**config.mk**
```make
export PLATFORM = sky130hd
export DESIGN_NAME = spi_reg_bridge
export DESIGN_NICKNAME = d
export VERILOG_FILES = /design/src/rtl/spi_reg_bridge.sv
export SDC_FILE = /design/constraint.sdc
export NUM_CORES = 1
export LEC_CHECK = 0
export CAP_MARGIN = 5
export CORE_AREA = 4 4 77 79
export CTS_BUF_LIST = sky130_fd_sc_hd__clkbuf_8
export CTS_CLUSTER_SIZE = 30
export DETAILED_ROUTE_END_ITERATION = 7
export DIE_AREA = 0 0 81 83
export PLACE_DENSITY = 0.45
export SYNTH_ARGS = -nofsm -noshare
export SYNTH_HDL_FRONTEND = slang
export SYNTH_SLANG_ARGS = --single-unit
```
**constraint.sdc**
```tcl
create_clock -name clk -period 4.43 [get_ports clk]
set_clock_uncertainty 0.05 [all_clocks]
set_input_delay 0.6645 -clock clk [delete_from_list [all_inputs] [get_ports clk]]
set_output_delay 0.6645 -clock clk [all_outputs]
set_load 0.05 [all_outputs]
```
**src/rtl/spi_reg_bridge.sv**
```systemverilog
// SPI command decoder: turns {rw,addr}[,wdata] byte frames into register bus strobes.
// Define SPI_REG_AUTOINC_EN for burst writes with wrapping address auto-increment.
module spi_reg_bridge #(
    parameter int               WIDTH  = 8,
    parameter int               RD_LAT = 1,
    parameter logic [WIDTH-1:0] TX_RST = '0
) (
    input  logic              clk,
    input  logic              rst,
    input  logic              cs_n,
    input  logic              rx_valid,
    input  logic [WIDTH-1:0]  rx_data,
    output logic [WIDTH-1:0]  tx_data,
    output logic              reg_wr_en,
    output logic              reg_rd_en,
    output logic [WIDTH-2:0]  reg_addr,
    output logic [WIDTH-1:0]  reg_wdata,
    input  logic [WIDTH-1:0]  reg_rdata,
    output logic              frame_err
);

    localparam int ADDR_W = WIDTH - 1;

    typedef enum logic [2:0] {
        S_IDLE,
        S_CMD,
        S_RDWAIT,
        S_WDATA,
        S_DONE
    } state_t;

    state_t              state_q, state_d;
    logic                cs_s1_q, cs_s1_d;
    logic                cs_s2_q, cs_s2_d;
    logic                cs_s3_q, cs_s3_d;
    logic [WIDTH-1:0]    tx_q, tx_d;
    logic                wr_en_q, wr_en_d;
    logic                rd_en_q, rd_en_d;
    logic [ADDR_W-1:0]   addr_q, addr_d;
    logic [WIDTH-1:0]    wdata_q, wdata_d;
    logic                err_q, err_d;
    logic [RD_LAT-1:0]   rd_pipe_q, rd_pipe_d;

    logic                start;
    logic                capture;

    assign start   = cs_s3_q & ~cs_s2_q;
    assign capture = rd_pipe_q[RD_LAT-1];

    // Next-state, strobe and data-path decode; frame start overrides the parser.
    always_comb begin
        state_d   = state_q;
        cs_s1_d   = cs_n;
        cs_s2_d   = cs_s1_q;
        cs_s3_d   = cs_s2_q;
        tx_d      = tx_q;
        wr_en_d   = 1'b0;
        rd_en_d   = 1'b0;
        addr_d    = addr_q;
        wdata_d   = wdata_q;
        err_d     = 1'b0;
        rd_pipe_d = rd_pipe_q;

        // Read latency tracked apart from the FSM so an aborted read still lands.
        rd_pipe_d[0] = rd_en_q;
        for (int i = 1; i < RD_LAT; i++) begin
            rd_pipe_d[i] = rd_pipe_q[i-1];
        end

        if (capture) begin
            tx_d = reg_rdata;
            if (state_q == S_RDWAIT) begin
                state_d = S_DONE;
            end
        end

`ifdef SPI_REG_AUTOINC_EN
        if (wr_en_q) begin
            addr_d = addr_q + ADDR_W'(1);
        end
`endif

        if (start) begin
            state_d = S_CMD;
            err_d   = rx_valid;
        end else if (rx_valid) begin
            case (state_q)
                S_IDLE, S_DONE: begin
                    err_d = 1'b1;
                end
                S_CMD: begin
                    addr_d = rx_data[ADDR_W-1:0];
                    if (rx_data[WIDTH-1]) begin
                        rd_en_d = 1'b1;
                        state_d = S_RDWAIT;
                    end else begin
                        state_d = S_WDATA;
                    end
                end
                S_WDATA: begin
                    wdata_d = rx_data;
                    wr_en_d = 1'b1;
`ifdef SPI_REG_AUTOINC_EN
                    state_d = S_WDATA;
`else
                    state_d = S_DONE;
`endif
                end
                default: begin
                end
            endcase
        end
    end

    // State and output registers.
    always_ff @(posedge clk or posedge rst) begin
        if (rst) begin
            state_q   <= S_IDLE;
            cs_s1_q   <= 1'b1;
            cs_s2_q   <= 1'b1;
            cs_s3_q   <= 1'b1;
            tx_q      <= TX_RST;
            wr_en_q   <= 1'b0;
            rd_en_q   <= 1'b0;
            addr_q    <= '0;
            wdata_q   <= '0;
            err_q     <= 1'b0;
            rd_pipe_q <= '0;
        end else begin
            state_q   <= state_d;
            cs_s1_q   <= cs_s1_d;
            cs_s2_q   <= cs_s2_d;
            cs_s3_q   <= cs_s3_d;
            tx_q      <= tx_d;
            wr_en_q   <= wr_en_d;
            rd_en_q   <= rd_en_d;
            addr_q    <= addr_d;
            wdata_q   <= wdata_d;
            err_q     <= err_d;
            rd_pipe_q <= rd_pipe_d;
        end
    end

    assign tx_data   = tx_q;
    assign reg_wr_en = wr_en_q;
    assign reg_rd_en = rd_en_q;
    assign reg_addr  = addr_q;
    assign reg_wdata = wdata_q;
    assign frame_err = err_q;

endmodule
```
After elaboration in Yosys (flattened, before gate mapping)
Cells that the tools add are included.

operators by class
  add/subtract/negate cells = 0
  $mul = 0
  div/mod/pow operators = 0
  $lt $le $gt $ge = 0
  equal/unequal tests = 4
  shift operators = 0
  multiplexer cells = 16
  bitwise logic cells = 3
  reductions and logical operators = 4

operators by type and width
  cell                  number
  $mux W3               4
  $mux W1               11
  $eq A3 B2 Y1 const B  2
  $pmux W3 S2           1
  $reduce_and A3 Y1     2
  $eq A3 B1 Y1 const B  1
  $eq A3 B3 Y1 const B  1
  $logic_not A3 Y1      1
  $not A1 Y1            2
  $reduce_or A2 Y1      1
  $and A1 B1 Y1         1

storage, ports and cells
  bits in registers = 33
  bits in latches = 0
  bits in writable memories = 0
  memory bits (read-only) = 0
  input bits = 20
  output and inout bits = 26
  logic and storage cells = 38
  memories = 0

Logic depth before layout (Yosys ltp)
  depth after elaboration = 6
  mapped depth = 4

Least setup slack after synthesis
OpenSTA, ideal clock, no wires.

  kind = input-to-reg
  start = input port rx_valid
  end = register addr_q[0], in the netlist reg_addr[0]
  data arrival time = 1.568 ns
  data required time = 4.255 ns
  slack = 2.687 ns
  stages on the path = 4
  cells stage by stage = nand2_2 or4_4 buf_6 mux2_4

on the way
  word-level cells in the longest chain between the ends = 1

RTL lines
  what                                RTL line  RTL
  start: declaration                  11        input logic rx_valid,
  $reduce_and A3 Y1 (no source line)  n/a
  end signal: assignment              137       addr_q <= addr_d;
  end: declaration                    39        logic [ADDR_W-1:0] addr_q, addr_d;

No other way between the ends.
A chain may end at the register's enable or synchronous reset.

Final worst setup path
  start = register addr_q[0], in the netlist reg_addr[0]
  end = output port reg_addr[0]

RTL lines
  what              RTL line  RTL
  end: declaration  16        output logic [WIDTH-2:0] reg_addr,

No word-level cell between the ends.

==> out/metrics.cfg <==
[critical_path]
critical_path_depth=1
ff2ff_path_depth=3
path_class=flop to output port
cp.required_ns=3.72
path_cells=clkdlybuf4s50_1
cp_max_fo=2
cp_slowest_cell=clkdlybuf4s50_1
critPathCaptureType=output port
path_buf_inv=1
critical_path_arrival_ns=1.46
crit_family=buffers and inverters
start_kind=flop
crit_path_max_incr_delay_ns=0.82

[global_route]
grt_usage=0.08179
antenna_found_initial=0
grt_max_degree=34
grt_pass1_vias=810
grt_pass1_wl_mm=4.140
grt_overflow=0

[cells_and_area]
layout_commonest_cell=clkdlybuf4s50_1
areaGrowthSynthToFinish_pct=49.85
antenna_cells=0
num-nets-final=149
mostFrequentLayoutCells=clkdlybuf4s50_1 (45), dfrtp_1 (30), mux2_2 (17)
nFillCells=547
final_layout_size_suffix_gt1_frac=0.3231
final_area_um2=1907

[run]
drv_cap=0

[route]
first_pass_iters=2
drc=0
num_vias=773
ant_nets=0
wirelength_mm=2.543
wl_per_cell_um=12.59
drt_iter0_drc=21
viasPerCell=3.827

[die]
initial_core_util=0.2384
rows=27
die_area_um2=6723
fp.dieH_um=83
core_um2=5338
io_pins=46
dieWidth_um=81

[placement]
post-dp-hpwl_mm=1.768
postPlaceCellArea_um2=1805
gp_congestion=0.6715
numPortBuffers=45

[yosys]
synth-xor-area-share=0
synth-simple-area-share=0.06785
yosys.area.top_type_share=0.5900
synth_top_family_by_area=multiplexers
synth-seq-cells=33
syn-cell-area_um2=1272
yosys_warnings=0
syn_nets=98
synth.mux.area_fraction=0.2330
seq_area_frac_synth=0.6519
netlist_top_cells_area=dfrtp_1 (59%), mux2_2 (15%), mux2_4 (8.3%)
syn_avg_cell_area_um2=16.31
synth_compound_area_frac=0.02950
synth_cells=78
synth_adder_area_share=0
synth_top_cell_by_area=dfrtp_1
ys_types=20

[clock_tree]
ctsHoldBuffers=0
cts_tree=built
cts_setup_buffers=0
cts_htree_levels=2
clk_latency_ns=0.28
ctsRootBufferMaster=clkbuf_8
clkTransAtPathRegs_ns=0.07
cts_num_sinks=33
cts_buffers=5
post_cts_resized=0
clk_path_buf_depth=2

[sta]
hold_viol=0
rsz0062_at_grt=no
tightest_slew_ns=0.6310
setup_viol=0
drv_slew=0
fin_crit_ns=2.172
setup_tns_ns=0
fmax_ghz=0.4604
slew_headroom=0.5776
fin_crit_sh=0.4902

[status]
status=completed

[power_and_ir_drop]
p_total_w=0.001591
p_leak_nw=0.8133
powerDensity_nw_per_um2=834.3
ir_worst_vdd_mv=0.3712

[hold_path]
hold_path_depth=0
hp-class=flop to flop

[cell type report]
cell class | count | area, um^2 | area share
sequential | 33 | 829.5 | 0.4350
timing repair buffer | 46 | 457.9 | 0.2402
multi-input combinational | 41 | 420.4 | 0.2205
clock buffer | 7 | 96.34 | 0.05052
tap | 72 | 90.09 | 0.04724
inverter | 2 | 7.507 | 0.003937
clock inverter | 1 | 5.005 | 0.002625
[registers in the layout, indices dropped and copies added (netlist names)]
signal / cells
reg_wr_en: 1
reg_wdata: 8
cs_s3_q: 1
state_q: 3
cs_s1_q: 1
reg_addr: 7
capture: 1
tx_data: 8
reg_rd_en: 1
frame_err: 1
cs_s2_q: 1
[where the power goes]
part	total, W	switching, W	internal [W]	leakage, nW
logic	0.000835	0.000504	0.000330	0.361
registers	0.000506	0.0000800	0.000426	0.398
clock network	0.000250	0.000109	0.000140	0.0542
total	0.00159	0.000694	0.000897	0.813
[cell families (layout without fill, tap and decap cells)]
logic type | count (synthesis) | in the layout
multiplexers | 24 | 24
buffers and inverters | 4 | 56
AO/OA/AOI/OAI | 6 | 6
flip-flops | 33 | 33
AND/OR/NAND/NOR | 11 | 11
[metrics by stage]
step / util / worst slack (ns) / hold WS [ns] / cells
after floorplan: - / 2.687 / 0.2952 / 78
after global placement: 0.3383 / 2.018 / 0.2955 / 194
after detailed placement: 0.3383 / 1.921 / 0.2968 / 194
after CTS: 0.3572 / 2.238 / 0.3075 / 202
after global routing: 0.3572 / 2.155 / 0.3113 / 202
final: 0.3572 / 2.258 / 0.3075 / 202
[synth_stat cells, drive strengths merged]
cell type  instances
a21o               1
a21oi              1
a31oi              1
buf                1
clkbuf             1
dfrtp             30
dfstp              3
inv                2
mux2              24
nand2              1
nand3b             1
nor2               4
nor2b              2
nor4b              1
o21a               1
o21ai              2
or3                1
or4                1
[metal layers]
layer  GRT usage  part of all wire
met1     0.09622              0.44
met2      0.1173              0.42
met3     0.05640              0.13
met4     0.02765             0.011
met5           0                 0
[path summary, 6_finish.rpt]
check,startpoint,endpoint,slack [ns]
worst max-delay path,reg_addr[0]$_DFFE_PP0P_,reg_addr[0],2.26
worst min-delay path,cs_s1_q$_DFF_PP1_,cs_s2_q$_DFF_PP1_,0.31
worst max register to register,cs_s2_q$_DFF_PP1_,reg_wdata[1]$_DFFE_PP0P_,2.64
worst min register to register,cs_s1_q$_DFF_PP1_,cs_s2_q$_DFF_PP1_,0.31
max in group asynchronous,rst,cs_s2_q$_DFF_PP1_,3.28
min in group asynchronous,rst,tx_data[5]$_DFFE_PP0P_,0.73
No activity file was read; power rests on OpenSTA's default activity.
